==> src/rtl/fft_reg_out_if.sv <==
// rtl/fft_reg_out_if.sv - handshake bundle between the butterfly datapath, the result register and its consumer
//
// Signals (directions as seen by the result register, modport slave):
//   clear      in   synchronous abort of the frame being collected
//   in_valid   in   in_data holds a butterfly result word
//   in_ready   out  register accepts a word this cycle
//   in_data    in   result word, component 0 in the low data_width bits
//   wr_slot    out  slot the next accepted word will occupy
//   out_valid  out  a complete frame is on out_data
//   out_ready  in   consumer takes the frame
//   out_data   out  packed frame, slot k at [(k+1)*SW-1 : k*SW]
//   frame_cnt  out  delivered-frame counter, wraps 255->0
interface fft_reg_out_if #(
  parameter int NO_comp_word = 2,
  parameter int data_width   = 8
);
  localparam int NUM_SLOTS = 2 ** NO_comp_word;
  localparam int SW        = NO_comp_word * data_width;

  logic                    clear;
  logic                    in_valid;
  logic                    in_ready;
  logic [SW-1:0]           in_data;
  logic [NO_comp_word-1:0] wr_slot;
  logic                    out_valid;
  logic                    out_ready;
  logic [NUM_SLOTS*SW-1:0] out_data;
  logic [7:0]              frame_cnt;

  // Producer/consumer side: drives words, clear and out_ready.
  modport master (
    output clear,
    output in_valid,
    output in_data,
    output out_ready,
    input  in_ready,
    input  wr_slot,
    input  out_valid,
    input  out_data,
    input  frame_cnt
  );

  // Result register side.
  modport slave (
    input  clear,
    input  in_valid,
    input  in_data,
    input  out_ready,
    output in_ready,
    output wr_slot,
    output out_valid,
    output out_data,
    output frame_cnt
  );
endinterface

==> src/rtl/fft_reg_out.sv <==
// rtl/fft_reg_out.sv - collects butterfly result words into slots and hands the full frame downstream
//
// Ports:
//   clk   rising-edge clock
//   rst   asynchronous, active-low reset
//   bus   fft_reg_out_if.slave: in_valid/in_ready/in_data word input, wr_slot,
//         out_valid/out_ready/out_data frame output, frame_cnt, clear
//
// Two states: FILL accepts one word per handshake into slot wr_slot; the word
// landing in the last slot moves to HOLD, where the frame is offered until the
// consumer takes it. Handshake outputs are decoded from the registered state
// only, so there is no combinational path from in_valid/out_ready to outputs.
module fft_reg_out #(
  parameter int NO_comp_word = 2,
  parameter int data_width   = 8
) (
  input  logic          clk,
  input  logic          rst,
  fft_reg_out_if.slave  bus
);

  localparam int NUM_SLOTS = 2 ** NO_comp_word;
  localparam int SW        = NO_comp_word * data_width;

  localparam logic [NO_comp_word-1:0] SLOT_LAST = NO_comp_word'(NUM_SLOTS - 1);
  localparam logic [NO_comp_word-1:0] SLOT_STEP = NO_comp_word'(1);

  typedef enum logic {
    FILL = 1'b0,
    HOLD = 1'b1
  } state_e;

  state_e                  state_q,     state_d;
  logic [NO_comp_word-1:0] wr_slot_q,   wr_slot_d;
  logic [7:0]              frame_cnt_q, frame_cnt_d;
  logic [SW-1:0]           slot_q [NUM_SLOTS];
  logic [SW-1:0]           slot_d [NUM_SLOTS];

  logic accept;
  logic deliver;

  assign accept  = bus.in_valid  && (state_q == FILL);
  assign deliver = bus.out_ready && (state_q == HOLD);

  // Priority: clear discards everything in flight (including an output
  // handshake, which then does not count), then input accept, then delivery.
  // accept and deliver are mutually exclusive by state.
  always_comb begin
    state_d     = state_q;
    wr_slot_d   = wr_slot_q;
    frame_cnt_d = frame_cnt_q;
    for (int k = 0; k < NUM_SLOTS; k++) begin
      slot_d[k] = slot_q[k];
    end

    if (bus.clear) begin
      state_d   = FILL;
      wr_slot_d = '0;
      for (int k = 0; k < NUM_SLOTS; k++) begin
        slot_d[k] = '0;
      end
    end else if (accept) begin
      slot_d[wr_slot_q] = bus.in_data;
      // Natural wrap of the slot index brings wr_slot back to 0 on the last word.
      wr_slot_d = wr_slot_q + SLOT_STEP;
      if (wr_slot_q == SLOT_LAST) begin
        state_d = HOLD;
      end
    end else if (deliver) begin
      // Slots are deliberately left intact; the next frame overwrites them
      // one by one, and out_valid tells the consumer when they are meaningful.
      state_d     = FILL;
      frame_cnt_d = frame_cnt_q + 8'd1;
    end
  end

  always_ff @(posedge clk or negedge rst) begin
    if (!rst) begin
      state_q     <= FILL;
      wr_slot_q   <= '0;
      frame_cnt_q <= '0;
      for (int k = 0; k < NUM_SLOTS; k++) begin
        slot_q[k] <= '0;
      end
    end else begin
      state_q     <= state_d;
      wr_slot_q   <= wr_slot_d;
      frame_cnt_q <= frame_cnt_d;
      for (int k = 0; k < NUM_SLOTS; k++) begin
        slot_q[k] <= slot_d[k];
      end
    end
  end

  assign bus.in_ready  = (state_q == FILL);
  assign bus.out_valid = (state_q == HOLD);
  assign bus.wr_slot   = wr_slot_q;
  assign bus.frame_cnt = frame_cnt_q;

  for (genvar g = 0; g < NUM_SLOTS; g++) begin : g_pack
    assign bus.out_data[g*SW +: SW] = slot_q[g];
  end

endmodule
==> src/flat_wrapper.sv <==
// flat-port wrapper written by rule: the top's interface ports become plain ports
module fft_reg_out_flat 
#(
  parameter int NO_comp_word = 2,
  parameter int data_width   = 8
)
  (clk, rst, bus_clear, bus_in_valid, bus_in_data, bus_out_ready, bus_in_ready, bus_wr_slot, bus_out_valid, bus_out_data, bus_frame_cnt);
  fft_reg_out_if #(.NO_comp_word(NO_comp_word), .data_width(data_width)) bus_i ();
  input  logic clk;
  input  logic rst;
  input wire logic [$bits(bus_i.clear)-1:0] bus_clear;
  input wire logic [$bits(bus_i.in_valid)-1:0] bus_in_valid;
  input wire logic [$bits(bus_i.in_data)-1:0] bus_in_data;
  input wire logic [$bits(bus_i.out_ready)-1:0] bus_out_ready;
  output wire logic [$bits(bus_i.in_ready)-1:0] bus_in_ready;
  output wire logic [$bits(bus_i.wr_slot)-1:0] bus_wr_slot;
  output wire logic [$bits(bus_i.out_valid)-1:0] bus_out_valid;
  output wire logic [$bits(bus_i.out_data)-1:0] bus_out_data;
  output wire logic [$bits(bus_i.frame_cnt)-1:0] bus_frame_cnt;
  assign bus_i.clear = bus_clear;
  assign bus_i.in_valid = bus_in_valid;
  assign bus_i.in_data = bus_in_data;
  assign bus_i.out_ready = bus_out_ready;
  assign bus_in_ready = bus_i.in_ready;
  assign bus_wr_slot = bus_i.wr_slot;
  assign bus_out_valid = bus_i.out_valid;
  assign bus_out_data = bus_i.out_data;
  assign bus_frame_cnt = bus_i.frame_cnt;
  fft_reg_out #(.NO_comp_word(NO_comp_word), .data_width(data_width)) u_core (.clk(clk), .rst(rst), .bus(bus_i));
endmodule
==> config.mk <==
export PLATFORM = sky130hd
export DESIGN_NAME = fft_reg_out_flat
export DESIGN_NICKNAME = d
export VERILOG_FILES = /design/src/rtl/fft_reg_out_if.sv /design/src/rtl/fft_reg_out.sv /design/src/flat_wrapper.sv
export SDC_FILE = /design/constraint.sdc
export NUM_CORES = 1
export LEC_CHECK = 0
export ABC_AREA = 1
export CAP_MARGIN = 25
export CORE_MARGIN = 5
export CORE_UTILIZATION = 57
export CTS_CLUSTER_DIAMETER = 100
export DETAILED_ROUTE_END_ITERATION = 6
export DONT_BUFFER_PORTS = 1
export PLACE_DENSITY_LB_ADDON = 0.15
export SETUP_SLACK_MARGIN = 0.4
export SLEW_MARGIN = 15
export SYNTH_ARGS = -nofsm -noshare
export SYNTH_HDL_FRONTEND = slang
export SYNTH_SLANG_ARGS = --single-unit
==> constraint.sdc <==
create_clock -name clk -period 1.8 [get_ports clk]
set_clock_uncertainty 0.05 [all_clocks]
set_input_delay 0.27 -clock clk [delete_from_list [all_inputs] [get_ports clk]]
set_output_delay 0.27 -clock clk [all_outputs]
set_load 0.1 [all_outputs]
==> impl_metrics.yaml <==
clocking:
  cts_tree: "done"
  clock-sinks: 75
  htree_levels: 3
  cts_made_buffers: 9
  root_buffer: "clkbuf_8"
  insertion_delay_ps: 340
  clock_path_buffers: 2
  clk_pin_slew_ps: 70
power_and_ir_drop:
  cellLeakagePower_nw: 2.103
  p_per_area_mw_per_mm2: 915.8
  ir_worst_vdd_v: 0.0005142
detailed_routing:
  vias: 2580
  first_pass_iters: 5
  antenna_left: 0
  drt_iter0_markers: 210
  routed_wl_um: 8187
  viasPerCell: 5.386
  route.detailed.drc: 0
  wl_per_cell_um: 17.09
layout:
  final_net_count: 428
  diodes: 0
  area_delta_synth_final_pct: 31.06
  drive_above_1_share_pct: 34.64
  fillers: 376
logic_synthesis:
  synth_edf_count: 0
  synthAdderAreaFrac_pct: 1.922
  yosysSeqAreaShare_pct: 57.67
  synth.distinct_cells: 25
  synthMostInstantiatedCell: "dfrtp_1"
  ys_ff_latch: 75
  synth_xor_area_share_pct: 1.077
  synth_warnings: 0
  synth_compound_area_share_pct: 11.80
  syn_area_mm2: 0.003254
  syn_nets: 344
  async_flop_share_pct: 100.0
  syn_avg_cell_area_um2: 10.23
  syn_inst: 318
  synthMuxAreaShare_pct: 0
  yosys_most_used_dff: "dfrtp_1"
  synth_top_family_by_area: "simple AND/OR/NAND/NOR gates"
  synth_top_area_share_pct: 57.67
  yosys.area_share.simple_pct: 18.26
  synth_top_area_cell: "dfrtp_1"
  synth_area_leaders: "dfrtp_1 (58%), nand3_1 (8.6%), o21ai_0 (5.7%)"
  synthTopCellsByCount: "dfrtp_1 (75), nand3_1 (56), nand2_1 (47), o21ai_0 (37), inv_1 (26)"
global_route:
  grtUsageMet3_pct: 8.261
  antenna_found_initial: 0
  globalRoute.busiestLayer: "met2"
  grt_use_met1_pct: 28.40
  grt_max_degree: 76
  met2_usage_pct: 36.72
  grt_pass1_vias: 2492
  track_usage_pct: 22.88
  grt_pass1_wl_um: 12900
  gr-total-overflow: 0
floorplanning:
  die_area_mm2: 0.007321
  ios: 97
  num_rows: 27
  core_mm2: 0.005540
  die_x_um: 85.56
  die_h_um: 85.56
  initial_core_util_pct: 58.74
sta:
  max_slew_margin_pct: 76.80
  post-route-period-util_pct: 79.76
  rsz0062_at_grt: "true"
  drv_slew: 0
  fin_crit_ps: 1436
  fin_tns_setup_ps: 0
  max_freq_ghz: 0.6966
  tightestPinTransition_ps: 348.1
  holdWs_ps: -427.6
  hold_viol_final: 75
  setup_viol: 0
setup_path:
  cp_data_required_time_ps: 1480
  worstSetupEndpointType: "output pin"
  crit_chain: "inv_8 -> buf_12"
  worst_ep_arrival_time_ps: 1120
  r2r-end: "u_core.bus.out_data[17]"
  reg2reg_from: "u_core.bus.wr_slot[1]"
  cp_slowest_cell: "dfrtp_4"
  ff2ff_setup_slack_ps: 370
  critPathMaxStageDelay_ps: 530
  cp_max_fo: 3
  path_class: "reg2out"
  r2r_cells: 5
  startpoint_type: "flip-flop"
placement:
  place_hpwl_um: 5101
  portBuffers: 0
  gp_congestion: 0.7776
run_status:
  violations: "negative hold slack"
  status: "finished with violations"
job:
  maxCapViolCount: 0
hold_path:
  hp-class: "in2async"
==> per-layer routing <==
layer / routed length (µm) / part of all wire (%)
met1: 3260 / 40
met2: 4063 / 50
met4: 165 / 2.0
met3: 697 / 8.5
met5: 0 / 0
==> layout make-up <==
type	count	area, µm²	area share (%)
Sequential cell	75	1904	44.65
Multi-Input combinational cell	198	1180	27.66
Timing Repair Buffer	89	777.0	18.22
Clock buffer	14	172.7	4.048
Inverter	29	131.4	3.080
Tap cell	72	90.09	2.112
Clock inverter	2	10.01	0.2347
==> critical path, delay by kind of cell, from the launching register on <==
kind | cells | cell delay, ps
DFF | 1 | 530
buffers and inverters | 2 | 240
==> stage by stage <==
step / total power [W] / setup slack [ps] / instances / instance area [µm²] / util (%)
floorplan: 0.002531 / 246.9 / 318 / 3304 / -
detailed placement: 0.002665 / 251.3 / 448 / 3795 / 68.50
global placement: 0.002654 / 308.6 / 448 / 3795 / 68.50
finish: 0.003906 / 364.4 / 479 / 4265 / 76.99
global route: 0.004066 / 315.9 / 479 / 4265 / 76.99
CTS: 0.003884 / 356.9 / 473 / 4134 / 74.62
==> cell usage in the layout, fill, tap and decap left out <==
| cell | Yosys | routed |
|---|---|---|
| buf_12 | 0 | 6 |
| buf_4 | 0 | 73 |
| buf_6 | 15 | 3 |
| buf_8 | 0 | 1 |
| clkbuf_1 | 0 | 2 |
| clkbuf_8 | 0 | 12 |
| clkinv_2 | 0 | 2 |
| clkinv_8 | 0 | 1 |
| dfrtp_1 | 75 | 65 |
| dfrtp_2 | 0 | 4 |
| dfrtp_4 | 0 | 6 |
| dlygate4sd3_1 | 0 | 6 |
| ha_2 | 0 | 3 |
| ha_4 | 0 | 2 |
| inv_1 | 26 | 25 |
| inv_2 | 1 | 1 |
| inv_4 | 1 | 1 |
| inv_8 | 1 | 1 |
| nand2_1 | 47 | 47 |
| nand2_2 | 2 | 2 |
| nand2_4 | 5 | 4 |
| nand2_8 | 0 | 3 |
| nand3_1 | 56 | 56 |
| nand3_4 | 1 | 2 |
| nand3b_1 | 2 | 2 |
| nor2_1 | 4 | 2 |
| nor2_2 | 1 | 1 |
| nor2_4 | 0 | 2 |
| nor3_1 | 1 | 1 |
| o21ai_0 | 37 | 34 |
| o21ai_1 | 19 | 22 |
| o21ai_2 | 10 | 10 |
| o21ai_4 | 1 | 1 |
| xnor2_1 | 1 | 1 |
| xor2_1 | 3 | 3 |
==> state kept, by name (all words and copies together) (netlist names) <==
signal / cells
u_core.bus.wr_slot: 2
u_core.bus.out_valid: 1
u_core.bus.out_data: 64
u_core.bus.frame_cnt: 8
==> how the worst max path moves through the flow <==
stage / start / end / slack [ps]
detailed placement: u_core.bus.wr_slot[0] / u_core.bus.out_data[56] / 250
global placement: u_core.bus.wr_slot[0] / u_core.bus.out_data[56] / 310
global route: u_core.bus.out_valid / bus_in_ready / 320
floorplan: u_core.bus.out_valid / u_core.bus.out_data[42] / 250
finish: u_core.bus.out_valid / bus_in_ready / 360
CTS: u_core.bus.out_valid / bus_in_ready / 360
==> power breakdown <==
group / internal (W) / switching [W]
clock: 0.000611 / 0.000574
combinational: 0.000204 / 0.000716
sequential: 0.00176 / 0.0000447
==> timing repair <==
item	in CTS	in global routing
buffers inserted	6	1
endpoints found under the hold margin	78	78
hold buffers	3	3
gates resized for setup	15	19
setup endpoints to repair	53	59
pin swaps	1	4
cloned	0	2
==> cells by family (layout without fill, tap and decap cells) <==
family	after synthesis	count (layout)
compound gates	67	67
xor+xnor	4	4
buf+inv	47	134
flops	75	75
fa+ha+maj	5	5
simple gates	120	122
Note: power is estimated with default switching activity, not from simulation.
